File: config.mk
export PLATFORM = sky130hd
export DESIGN_NAME = mersenne_mod_acc
export DESIGN_NICKNAME = d
export VERILOG_FILES = /design/src/rtl/mersenne_mod_acc.sv
export SDC_FILE = /design/constraint.sdc
export NUM_CORES = 1
export LEC_CHECK = 0
export CELL_PAD_IN_SITES_DETAIL_PLACEMENT = 1
export CELL_PAD_IN_SITES_GLOBAL_PLACEMENT = 1
export CORE_UTILIZATION = 40
export CTS_BUF_LIST = sky130_fd_sc_hd__clkbuf_8
export DETAILED_ROUTE_END_ITERATION = 6
export PLACE_DENSITY_LB_ADDON = 0.1
export SLEW_MARGIN = 20
export SYNTH_ARGS = -nofsm -noshare
export SYNTH_HDL_FRONTEND = slang
export SYNTH_SLANG_ARGS = --single-unit
File: constraint.sdc
create_clock -name clk -period 4.9 [get_ports clk]
set_clock_uncertainty 0.1 [all_clocks]
set_input_delay 0.49 -clock clk [delete_from_list [all_inputs] [get_ports clk]]
set_output_delay 0.49 -clock clk [all_outputs]
set_load 0.005 [all_outputs]
File: src/rtl/mersenne_mod_acc.sv
// Reduces 2W-bit products modulo the Mersenne prime P = 2^W - 1 and sums the residues
// modulo P over groups that end on a last-flagged term. Fully pipelined, always ready.
module mersenne_mod_acc #(
  parameter int W  = 61,
  parameter int CW = 16
) (
  input  logic            clk,
  input  logic            reset,
  input  logic [2*W-1:0]  prod,
  input  logic            in_valid,
  input  logic            in_last,
  output logic [W-1:0]    out_res,
  output logic            out_valid,
  output logic [W-1:0]    acc_res,
  output logic [CW-1:0]   acc_cnt,
  output logic            acc_valid
);

  localparam logic [W-1:0]  P       = {W{1'b1}};
  localparam logic [CW-1:0] CNT_ONE = {{(CW-1){1'b0}}, 1'b1};

  // 2^W == 1 (mod P), so the high half folds onto the low half.
  function automatic logic [W:0] fold_hi(input logic [2*W-1:0] x);
    return {1'b0, x[W-1:0]} + {1'b0, x[2*W-1:W]};
  endfunction

  // The second fold cannot carry out; P itself is the only non-canonical result.
  function automatic logic [W-1:0] fold_canon(input logic [W:0] s);
    logic [W-1:0] r;
    r = s[W-1:0] + {{(W-1){1'b0}}, s[W]};
    return (r == P) ? '0 : r;
  endfunction

  function automatic logic [W-1:0] mod_add(input logic [W-1:0] a, input logic [W-1:0] b);
    logic [W:0] t;
    logic [W:0] d;
    t = {1'b0, a} + {1'b0, b};
    d = t - {1'b0, P};
    return (t >= {1'b0, P}) ? d[W-1:0] : t[W-1:0];
  endfunction

  logic [2*W-1:0] prod_p0;
  logic           vld_p0, last_p0;
  logic [W:0]     s1_p1;
  logic           vld_p1, last_p1;
  logic           last_p2;
  logic [W-1:0]   acc;
  logic [CW-1:0]  cnt;
  logic [W-1:0]   acc_sum;

  assign acc_sum = mod_add(acc, out_res);

  // Data path registers: no reset, qualified by the valid bits travelling alongside.
  always_ff @(posedge clk) begin
    // p0: input capture
    prod_p0 <= prod;
    // p1: first fold
    s1_p1   <= fold_hi(prod_p0);
  end

  always_ff @(posedge clk) begin
    if (reset) begin
      vld_p0    <= 1'b0;
      last_p0   <= 1'b0;
      vld_p1    <= 1'b0;
      last_p1   <= 1'b0;
      out_valid <= 1'b0;
      last_p2   <= 1'b0;
      out_res   <= '0;
      acc       <= '0;
      cnt       <= '0;
      acc_res   <= '0;
      acc_cnt   <= '0;
      acc_valid <= 1'b0;
    end else begin
      // p0: a last flag without a valid term is discarded here
      vld_p0    <= in_valid;
      last_p0   <= in_valid & in_last;
      // p1
      vld_p1    <= vld_p0;
      last_p1   <= last_p0;
      // p2: canonical residue
      out_valid <= vld_p1;
      last_p2   <= last_p1;
      if (vld_p1) out_res <= fold_canon(s1_p1);
      // accumulator: a closing term hands off its sum and restarts the group on the same edge
      acc_valid <= out_valid & last_p2;
      if (out_valid) begin
        if (last_p2) begin
          acc_res <= acc_sum;
          acc_cnt <= cnt + CNT_ONE;
          acc     <= '0;
          cnt     <= '0;
        end else begin
          acc     <= acc_sum;
          cnt     <= cnt + CNT_ONE;
        end
      end
    end
  end

endmodule

== Word level (Yosys, flattened, before mapping) ==
Index checks and enable logic that the tools add are counted.

* Output and inout bits: 140
* Bits of input ports: 126
* Logic and storage cells: 28
* Register bits: 406

* Equality and inequality tests: 1
* $lt $le $gt $ge: 1
* Mux-type cells: 4
* Bitwise operators: 2
* Add/subtract/negate cells: 5
* Reductions and logical operators: 1

{| class="wikitable"
|+ Operators by type and width
! operator !! number
|-
| two-way mux 61 bit || 3
|-
| adder 61 x 61 -> 62 bit || 2
|-
| greater-or-equal comparator 62 x 61 -> 1 bit (second input constant) || 1
|-
| adder 61 x 1 -> 61 bit || 1
|-
| == test 61 bit (second input constant) || 1
|-
| subtractor 61 bit (second input constant) || 1
|-
| adder 16 x 1 -> 16 bit (second input constant) || 1
|-
| two-way mux 16 bit || 1
|-
| bitwise AND 1 bit || 2
|-
| AND reduction 2 bit || 1
|}

== Depth between registers and ports, before layout ==
* Word-level depth: 4
* Mapped depth: 19
* Mapped depth without buffers: 15

== Worst setup path before layout ==
Ideal clock, no wire load.

* Path kind: reg2reg
* Start point: register out_res[0]
* End point: register acc[59]
* Buffers on the path: 0
* Cell stages (with the launch flop): 16
* Period minus slack after synthesis: 4.568 ns
* Arrival time: 4.351 ns
* Data required time: 4.683 ns
* Path slack: 0.332 ns
* Library setup time: 0.117 ns
* Cells stage by stage: dfxtp_1 -> ha_1 -> inv_1 -> fa_1 -> and2b_1 -> o21a_2 -> o211ai_1 -> a21oi_2 -> nor4_1 -> a311oi_2 -> nand4_1 -> or4_1 -> nor3_2 -> a22oi_1 -> or4b_1 -> a32o_1

* Cells in the longest elaborated chain, start to end: 4
* Elaborated cells on any way between the ends: 5
* Those cells by class: add/sub: 2; order compare: 1; mux: 2

{| class="wikitable"
|+ RTL lines
! element !! line !! source
|-
| start, declared || 12 || <nowiki>output logic [W-1:0] out_res,</nowiki>
|-
| start signal, assigned || 85 || <nowiki>if (vld_p1) out_res <= fold_canon(s1_p1);</nowiki>
|-
| adder 61 x 61 -> 62 bit * || 37 || <nowiki>t = {1'b0, a} + {1'b0, b};</nowiki>
|-
| subtractor 61 bit or greater-or-equal comparator 62 x 61 -> 1 bit (tied branches) || 38, 39 ||
|-
| two-way mux 61 bit * || 39 || <nowiki>return (t >= {1'b0, P}) ? d[W-1:0] : t[W-1:0];</nowiki>
|-
| two-way mux 61 bit * || 89 || <nowiki>if (last_p2) begin</nowiki>
|-
| end signal, assigned || 95 || <nowiki>acc <= acc_sum;</nowiki>
|-
| end, declared || 47 || <nowiki>logic [W-1:0] acc;</nowiki>
|}

Every way passes the cells marked *; elsewhere a longest branch is shown, timed or not.
A chain may end at the register's enable or synchronous reset.

== Worst setup path in the final report ==
* Start point: register acc[17]
* End point: register acc_res[33]

* Cells in the longest elaborated chain, start to end: 3
* Elaborated cells on any way between the ends: 4
* Those cells by class: add/sub: 2; order compare: 1; mux: 1

{| class="wikitable"
|+ RTL lines
! element !! line !! source
|-
| adder 61 x 61 -> 62 bit * || 37 ||
|-
| subtractor 61 bit or greater-or-equal comparator 62 x 61 -> 1 bit (tied branches) || 38, 39 ||
|-
| two-way mux 61 bit * || 39 ||
|-
| end signal, assigned || 90 || <nowiki>acc_res <= acc_sum;</nowiki>
|-
| end, declared || 14 || <nowiki>output logic [W-1:0] acc_res,</nowiki>
|}

Marked as above.

==> summary.log <==
INFO  setup_path     required_worst_endpoint=5310ps
INFO  sta            number_of_pins_exceeding_their_max_slew_limit_in_the_final_report=0
INFO  setup_path     worst-path-buf-inv=7
INFO  setup_path     max_stage_delay=450ps
INFO  logic_synthesis synth_fp_nets=3,122
INFO  grt            grt_max_degree=90
INFO  final_layout   drive_above_1_share=16.9%
INFO  sta            finalHoldViolations=0
INFO  final_layout   final_net_count=3,612
INFO  setup_path     reg2reg_slack=-40ps
INFO  routing        drtPass1Iterations=5
INFO  power          peakVddDrop=279µV
INFO  routing        avgRoutedWirePerCell=22.4µm
INFO  logic_synthesis postSynthRegisterBits=406
INFO  sta            fin_setup_tns=-37.9ps
INFO  routing        dr.first_iter.drc_count=1,466
INFO  grt            grt_use_total=30.3%
INFO  clock_network  clk_latency=700ps
INFO  sta            fmax=203MHz
INFO  setup_path     critical_path.most_common_cell=buf_4
INFO  routing        wirelength_met1=42,300µm
INFO  setup_path     worstPathMaxFanout=8
INFO  setup_path     worst_reg2reg_path_endpoint=acc_res[33]
INFO  routing        ant_nets=0
INFO  min_path       holdCritPathClass=in -> reg
INFO  job            max-cap-violations=0
INFO  logic_synthesis synthDominantAreaCellType=dfxtp_1
INFO  min_path       holdPathEnd=prod_p0[7]
INFO  floorplan      starting_density=40.8%
INFO  grt            grt_pass1_wl=143,000µm
INFO  setup_path     cp-start-kind=flip-flop
INFO  logic_synthesis yosysWarningCount=0
INFO  power          p_leak=0.0121µW
INFO  grt            initial_antenna_violation_count=2
INFO  setup_path     worst_r2r_startpoint=acc[17]
INFO  routing        drt-total-wl=93,700µm
INFO  outcome        outcome=complete, but fails checks
INFO  setup_path     critical_path.top_delay_family=compound AO/OA/AOI/OAI gates
INFO  sta            period_share=101%
INFO  grt            first_global_vias=24,800
INFO  routing        mean_number_of_vias_per_cell=5.90
INFO  routing        post-route-drc-count=0
INFO  setup_path     worst-r2r-cell-count=19
INFO  clock_network  worst_setup_hold_path_clk_slew=60ps
INFO  floorplan      design.portCount=266
INFO  clock_network  cts_buffers=76
INFO  logic_synthesis syn-mean-instance-area=8.25µm²
INFO  logic_synthesis synthesis.instances=2,868
INFO  clock_network  clock_tree.buffer_depth=3
INFO  final_layout   area_delta_synth_final=30.9%
INFO  routing        vias=24,600
INFO  floorplan      fp.dieH=245µm
INFO  floorplan      core=0.0580mm²
INFO  clock_network  tritoncts=done
INFO  setup_path     worst_setup_path_end_kind=flip-flop
INFO  placed_design  numPortBuffers=265
INFO  logic_synthesis synth_enable_flop_cells=0
INFO  routing        route.met3.wl=5270µm
INFO  sta            worst_slew_pin_tran=953ps
INFO  floorplan      die-width=245µm
INFO  min_path       whs_path_depth=1
INFO  setup_path     critical_path.slowest_cell=nor3_1
INFO  outcome        violations=setup timing
INFO  grt            global_route.overflow_total=0
INFO  floorplan      die-area=0.0601mm²
INFO  logic_synthesis post_synth_num_cell_types=113
INFO  setup_path     worstPathCellList=ha_1 > buf_4 > a21oi_1 > o21ai_1 > a211oi_4 > a21oi_2 > buf_4 > a311oi_2 > buf_4 > nand3_1 > buf_4 > nor4_1 > buf_4 > and2_1 > buf_4 > mux2i_1 > nor3_1 > buf_4 > a21oi_1
INFO  placed_design  hpwlAfterDp=73,700µm
INFO  clock_network  ctsRootBufferMaster=clkbuf_8
INFO  routing        highest_signal_layer=met5
INFO  logic_synthesis synth.top_cell.area_share=34.4%
INFO  sta            timing.slew.headroom=36.3%
INFO  final_layout   utilization=53.4%
INFO  sta            setup-violations-final=1
INFO  logic_synthesis synth.cell_area=0.0237mm²
INFO  sta            finalCriticalPeriod=4940ps
INFO  logic_synthesis asyncSetResetFlopFracSynth=0%
INFO  setup_path     critPathArrivalTime=5350ps
INFO  power          power.density_cell_area=268mW/mm²
INFO  routing        total_length_of_routed_met2_wires=43,200µm
INFO  setup_path     critPathKind=reg -> reg
INFO  sta            postLayoutSetupSlackWorst=-37.9ps
INFO  logic_synthesis synth-seq-area-share=34.4%
INFO  logic_synthesis synth.area.top_cells=dfxtp_1 (34%), ha_1 (6.7%), nand2_1 (4.6%)
INFO  clock_network  cts.htree.levels=3
INFO  floorplan      rows=88
INFO  placed_design  gpl.final_weighted_congestion=0.965
INFO  min_path       hp-start=prod[7]
INFO  clock_network  clock_sink_count=406
INFO  logic_synthesis ys_dominant_reg_cell=dfxtp_1
worst register-to-register path: stages (launching register included):
cell and delay (ps):
dfxtp_1 420, ha_1 280, buf_4 180, a21oi_1 310
o21ai_1 260, a211oi_4 380, a21oi_2 160, buf_4 170
a311oi_2 300, buf_4 210, nand3_1 100, buf_4 170
nor4_1 250, buf_4 180, and2_1 270, buf_4 190
mux2i_1 90, nor3_1 450, buf_4 220, a21oi_1 70
report_power, final:
| group | internal, µW | leakage, µW | switching, µW |
|---|---|---|---|
| combinational | 559 | 0.00791 | 669 |
| sequential | 3510 | 0.00335 | 215 |
| clock | 1830 | 0.000869 | 1520 |
layout make-up:
class                      count  area [µm²]
sequential                   406        8140
multi-input combinational   2266       15200
fill                        6901       27100
tap                          765         957
antenna                        1        2.50
inverter                      40         150
timing repair buffer         568        4990
clock buffer                  92        1270
clock inverter                39         277
cells in the final DEF (no fill, tap or decap), types with 14 or more instances in the layout:
| cell | synthesis | layout |
|---|---|---|
| ha_1 | 126 | 116 |
| o31ai_1 | 30 | 29 |
| nand4_1 | 72 | 72 |
| o21ai_0 | 211 | 205 |
| clkbuf_8 | 0 | 92 |
| inv_1 | 39 | 56 |
| and4_1 | 18 | 18 |
| buf_4 | 2 | 294 |
| xnor2_1 | 103 | 98 |
| or4_1 | 33 | 32 |
| and2_1 | 26 | 24 |
| nor2b_1 | 19 | 19 |
| o21ai_1 | 15 | 20 |
| a32oi_1 | 16 | 16 |
| a311oi_1 | 16 | 16 |
| or3_1 | 31 | 31 |
| nand3_1 | 142 | 141 |
| nor2_1 | 195 | 192 |
| nand2b_1 | 20 | 20 |
| a31oi_1 | 43 | 42 |
| nor3_1 | 89 | 80 |
| clkdlybuf4s50_1 | 0 | 264 |
| o211ai_1 | 56 | 56 |
| o21bai_1 | 14 | 14 |
| a211oi_1 | 33 | 29 |
| a21o_1 | 70 | 69 |
| and3_1 | 50 | 49 |
| a21oi_1 | 168 | 161 |
| xor2_1 | 69 | 67 |
| dfxtp_1 | 406 | 398 |
| o21a_1 | 22 | 21 |
| nand2_1 | 292 | 292 |
| nor4_1 | 33 | 31 |
| a22oi_1 | 17 | 14 |
flip-flops by register name, summed over array words and instances (netlist names), 16 cells and up:
signal	count
out_res	61
s1_p1	62
acc_cnt	16
cnt	16
acc_res	61
acc	61
prod_p0	122
what timing repair did:
action | CTS | global route
setup endpoints to repair | 41 | 106
pin swaps | 2 | 29
hold buffers | 0 | 0
buffers inserted | 1 | 20
gates resized for setup | 11 | 90
cell families after synthesis:
logic type	synth area share (%)
buf+inv	3.39
simple gates	23.6
fa+ha+maj	6.84
compound gates	24.8
xor+xnor	6.44
flops	34.4
mux	0.640
layer usage:
layer,global-route usage (%),vias up
li1,-,11700
met1,40.7,12000
met2,49.0,762
met3,4.96,152
met4,10.0,2
met5,0,-
Yosys cell counts (all sizes together) (12+ instances only):
master,count
xor2,70
a22oi,18
nand4,75
a311oi,20
a32oi,16
o21ai,229
and4,18
a32o,12
o21a,24
inv,39
nand3,143
a211oi,38
nor4,33
nor3,93
nand2b,20
nand2,293
clkbuf,109
dfxtp,406
nor2,195
ha,126
and3,50
a31oi,44
xnor2,103
nor2b,19
o211ai,56
mux2i,14
o31ai,32
or3,32
o21bai,15
or4,36
buf,47
a21oi,174
and2,29
a21o,70
metrics by stage:
step	total power, µW	cells	hold slack, ps	instance area (µm²)	setup slack, ps
2_1_floorplan	4430	2868	314	23700	332
3_3_place_gp	4930	4024	344	28800	-145
3_5_place_dp	4980	4024	336	28800	-130
4_1_cts	8350	4156	80.3	30400	0.461
5_1_grt	8650	4177	102	31000	-62.0
6_report	8290	4177	137	31000	-37.9
how the worst max path moves through the flow:
stage / from / endpoint / slack [ps] / cells after the start
finish: acc[17] / acc_res[33] / -40 / 19
global route: out_res[1] / acc[19] / -60 / 16
CTS: acc[6] / acc[25] / 0.5 / 17
detailed placement: acc[6] / acc[59] / -130 / 15
global placement: acc[13] / acc[59] / -140 / 15
floorplan: out_res[0] / acc[59] / 330 / 15
Note: power is estimated with default switching activity, not from simulation.
